[src/rtl/mem_port_arbiter.sv]
// mem_port_arbiter: shares one main-memory port between I-cache and D-cache.
// Optional ARB_RR_EN selects round-robin tie-break; default is D-side priority.
module mem_port_arbiter #(
    parameter int ADDR_W = 28,
    parameter int DATA_W = 128
) (
    input  logic              clk,
    input  logic              rst_n,
    input  logic              ic_read,
    input  logic [ADDR_W-1:0] ic_addr,
    output logic [DATA_W-1:0] ic_rdata,
    output logic              ic_ready,
    input  logic              dc_read,
    input  logic              dc_write,
    input  logic [ADDR_W-1:0] dc_addr,
    input  logic [DATA_W-1:0] dc_wdata,
    output logic [DATA_W-1:0] dc_rdata,
    output logic              dc_ready,
    output logic              mem_read,
    output logic              mem_write,
    output logic [ADDR_W-1:0] mem_addr,
    output logic [DATA_W-1:0] mem_wdata,
    input  logic [DATA_W-1:0] mem_rdata,
    input  logic              mem_ready,
    output logic              arb_busy
);

    typedef enum logic [1:0] {
        S_IDLE  = 2'd0,
        S_IBUSY = 2'd1,
        S_DBUSY = 2'd2,
        S_RESP  = 2'd3
    } state_t;

    state_t            r_state;
    state_t            w_next;
    logic              r_mem_read;
    logic              r_mem_write;
    logic [ADDR_W-1:0] r_mem_addr;
    logic [DATA_W-1:0] r_mem_wdata;
    logic [DATA_W-1:0] r_rdata;
    logic              r_gnt_d;

    logic w_ic_req;
    logic w_dc_req;
    logic w_pick_d;
    logic w_start;
    logic w_done;

    assign w_ic_req = ic_read;
    assign w_dc_req = dc_read | dc_write;
    assign w_start  = (r_state == S_IDLE) & (w_ic_req | w_dc_req);
    assign w_done   = ((r_state == S_IBUSY) | (r_state == S_DBUSY)) & mem_ready;

`ifdef ARB_RR_EN
    // 1 = D-side was granted last; reset value means I-side last
    logic r_last_d;

    // tie goes to whichever side was not granted last
    assign w_pick_d = w_dc_req & (~w_ic_req | ~r_last_d);

    // remember the grantee of every grant
    always_ff @(posedge clk or negedge rst_n) begin
        if (!rst_n) begin
            r_last_d <= 1'b0;
        end else if (w_start) begin
            r_last_d <= w_pick_d;
        end
    end
`else
    // fixed priority: D-side wins every tie
    assign w_pick_d = w_dc_req;
`endif

    // state register
    always_ff @(posedge clk or negedge rst_n) begin
        if (!rst_n) begin
            r_state <= S_IDLE;
        end else begin
            r_state <= w_next;
        end
    end

    // next-state decode
    always_comb begin
        w_next = r_state;
        case (r_state)
            S_IDLE: begin
                if (w_ic_req | w_dc_req) begin
                    w_next = w_pick_d ? S_DBUSY : S_IBUSY;
                end
            end
            S_IBUSY, S_DBUSY: begin
                if (mem_ready) begin
                    w_next = S_RESP;
                end
            end
            S_RESP: begin
                w_next = S_IDLE;
            end
            default: begin
                w_next = S_IDLE;
            end
        endcase
    end

    // hold registers for the memory command and the returned line
    always_ff @(posedge clk or negedge rst_n) begin
        if (!rst_n) begin
            r_mem_read  <= 1'b0;
            r_mem_write <= 1'b0;
            r_mem_addr  <= '0;
            r_mem_wdata <= '0;
            r_rdata     <= '0;
            r_gnt_d     <= 1'b0;
        end else if (w_start) begin
            r_gnt_d <= w_pick_d;
            if (w_pick_d) begin
                // read+write together is illegal; issue the write only
                r_mem_read  <= dc_read & ~dc_write;
                r_mem_write <= dc_write;
                r_mem_addr  <= dc_addr;
                r_mem_wdata <= dc_wdata;
            end else begin
                r_mem_read  <= 1'b1;
                r_mem_write <= 1'b0;
                r_mem_addr  <= ic_addr;
            end
        end else if (w_done) begin
            r_rdata     <= mem_rdata;
            r_mem_read  <= 1'b0;
            r_mem_write <= 1'b0;
        end
    end

    assign mem_read  = r_mem_read;
    assign mem_write = r_mem_write;
    assign mem_addr  = r_mem_addr;
    assign mem_wdata = r_mem_wdata;
    assign ic_rdata  = r_rdata;
    assign dc_rdata  = r_rdata;
    assign ic_ready  = (r_state == S_RESP) & ~r_gnt_d;
    assign dc_ready  = (r_state == S_RESP) & r_gnt_d;
    assign arb_busy  = (r_state != S_IDLE);

endmodule
[config.mk]
export PLATFORM = sky130hd
export DESIGN_NAME = mem_port_arbiter
export DESIGN_NICKNAME = d
export VERILOG_FILES = /design/src/rtl/mem_port_arbiter.sv
export SDC_FILE = /design/constraint.sdc
export NUM_CORES = 1
export LEC_CHECK = 0
export BUFFER_PORTS_ARGS = -buffer_cell sky130_fd_sc_hd__buf_2
export CAP_MARGIN = 20
export CORE_AREA = 2 2 284 286
export CTS_CLUSTER_DIAMETER = 120
export CTS_CLUSTER_SIZE = 14
export DETAILED_ROUTE_END_ITERATION = 12
export DIE_AREA = 0 0 286 288
export GPL_TIMING_DRIVEN = 0
export SLEW_MARGIN = 20
export SYNTH_ARGS = -nofsm -noshare
export SYNTH_HDL_FRONTEND = slang
export SYNTH_SLANG_ARGS = --single-unit
[constraint.sdc]
create_clock -name clk -period 4.85 [get_ports clk]
set_clock_uncertainty 0.1 [all_clocks]
set_input_delay 0.2425 -clock clk [delete_from_list [all_inputs] [get_ports clk]]
set_output_delay 0.2425 -clock clk [all_outputs]
set_load 0.1 [all_outputs]
==> impl_results.md <==
- Area Overhead vs Synth: 74.16%
- Slew HR: a little over two fifths
- DP Area: 17090 um2
- Critical path peak fanout: 10
- Die footprint: 82370 um2
- Hold violation total from the final report: 0
- Fmax: approximately 360 MHz
- Detailed Route WL: roughly 46 mm
- Clk buf depth: 3
- Starting density of the core: 15.07%
- Final Wtd Congestion: approximately 0.8
- CTS Buf Count: 24
- Top cells by count, synth: dfrtp_1, mux2_2, buf_4
- Clock sinks: about 290
- Worst-path cell chain: inv_1 > ha_1 > o21ai_0 > clkbuf_1 > buf_2 > mux2_2
- Top area cells in the synthesized netlist: dfrtp_1, mux2_2, buf_4
- Tmin final: ~2800 ps
- GRT busiest layer: met2
- Yosys top cell by area: dfrtp_1
- Synth top area share: roughly three fifths
- Vias post-DR: 10520
- Post-synth EDFFs: 0
- Synth Cell Area: about 12000 um2
- Number of DRC markers in iteration 0: between 200 and 300
- Final Instance Area: approximately 21000 um2
- WP data arrival: approximately 3100 ps
- Reg2reg path depth: 6
- Drt first pass iters: 4
- Clock Latency Late Sink: 560 ps
- Min-Delay Path Class: in2async
- Core footprint: between 70000 and 80000 um2
- Initial antenna violation count: 15
- Area of the multi-input gates: ~3600 um2
- H-tree Lvls: 1
- GR Util met1: approximately an eighth
- Top Ports: 735
- Share of cells above drive strength 1: just over 60%
- Number of global-route vias before repair: between 10000 and 15000
- I/O Buffers: 734
- Syn Inst Count: between 800 and 900
- Outcome: completed
- Fin nets: between 2000 and 2500
- Syn_area_per_cell: 14.60 um2
- CTS tree: built
- Fin Hold WS: around 100 ps
- Crit. End Element: flip-flop
- Synth cell types: 19
- Routed len/inst: between 15 and 20 um
- Std-Cell Rows: 104
- GR Overflow Total: 0
- Top-count cell post-synth: dfrtp_1
- Post-route setup TNS: 0 ps
- Critical-path top delay cell: clkbuf_1
- CP Launch Type: flip-flop
- Fraction of registers with async set/reset: 100.0%
- Chip width: between 200 and 300 um
- Worst-path clk slew: about 70 ps
- CTS Root Cell: clkbuf_16
- Via/cell ratio: between 3 and 4
- Predominant post-synthesis flop cell: dfrtp_1
- Final setup vio count: 0
- Synth warn: 0
- Grt met3 use: under 10%
- First-pass GRT wire length: roughly 66 mm
- Register bit count reported by yosys: between 200 and 300
- RSZ-0062 raised after global routing: no
- Util after Layout: a little over a quarter
- Worst Path Required: 5190 ps
- Die H: approximately 290 um
- Total GRT Usage: 10.41%
- Fill count: 8269
- Largest net degree at the start of global routing: 92
- Met2 Use GR: between 10% and 20%
- Worst flop-to-flop path startpoint: r_state[1]
- Total of max-cap violations: 0
- Register area share after synthesis: 60.27%
- Antenna-violating nets left: 0
- Mapped Nets: about 1100
- Tightest Pin Transition: around 840 ps
- Critical path class: reg2reg
- Largest stage delay, worst path: about 650 ps
- Final worst path period share: between 50 and 60%
- Post-CTS Setup Inserts: 0
- Register area: just over 7000 um2
- Dpl hpwl: between 30 and 40 mm
- Crit. Startpoint: r_state[1]
- DRC: 0
- Max Slew Vio Count: 0
==> worst paths after layout <==
| kind | slack (ps) | end |
|---|---|---|
| min reg2reg | 370 | mem_addr[18] |
| max | 2060 | mem_wdata[80] |
| min in group clk | 170 | r_state[0] |
| min | 100 | mem_wdata[91] |
| max in group asynchronous | 3320 | dc_rdata[70] |
| max reg2reg | 2060 | mem_wdata[80] |
==> layout make-up <==
class	count	share of cell area [%]
clock inverter	1	0.03592
timing repair buffer	1053	33.16
clock buffer	25	2.994
tap	1060	6.347
buffer	165	5.598
multi-input combinational	365	17.16
inverter	3	0.05389
sequential	289	34.61
antenna	4	0.04790
==> timing repair <==
action / in CTS / in global routing
gates resized for setup: 0 / 0
hold endpoints to repair: 456 / 0
hold buffers: 316 / 0
endpoints found under the setup margin: 0 / 0
==> layout by cell type (no fill, tap or decap), types with 3 or more instances in the layout <==
cell and instances:
buf_16 3, buf_2 750, buf_4 141, clkbuf_1 7, clkbuf_16 25, dfrtp_1 289
diode_2 4, dlygate4sd3_1 316, ha_1 3, inv_1 3, mux2_1 11, mux2_2 246
mux2i_1 30, nand2_1 33, o21ai_0 30
==> sequential cells by signal (all words and copies together), names as in the netlist <==
signal     flops
mem_addr      28
dc_rdata     128
r_gnt_d        1
mem_read       1
r_state        2
mem_wdata    128
mem_write      1
==> kinds of logic (layout without fill, tap and decap cells) <==
kind of cell | Yosys count | in the layout | share of synthesized area, %
DFF | 289 | 289 | 60.27
muxes | 287 | 287 | 26.62
buffers and inverters | 168 | 1247 | 9.844
and+or+nand+nor | 42 | 42 | 1.439
AOI/OAI and AO/OA | 33 | 33 | 1.512
adders and majority gates | 3 | 3 | 0.3129
other | 0 | 4 | 0
==> worst max-delay path: cells and delay by family (launching register included) <==
| kind | cells | cell delay, ps |
|---|---|---|
| buffers and inverters | 3 | 1170 |
| DFF | 1 | 380 |
| muxes | 1 | 370 |
| AOI/OAI and AO/OA | 1 | 350 |
| adders and majority gates | 1 | 270 |
==> through the flow <==
step	std cells	worst slack, ps
5_1_grt	2961	1915
6_report	2965	2056
4_1_cts	2961	1981
3_3_place_gp	2616	-2313
2_1_floorplan	822	2667
3_5_place_dp	2619	1976
==> layer usage <==
layer	up-vias	wire length (um)
met5	-	38
met4	8	1359
met3	71	3978
met2	492	22620
met1	5120	17920
li1	4827	-
Power is not shown: default switching activity piles up to over one toggle a cycle in this logic, so the estimate is an artifact.
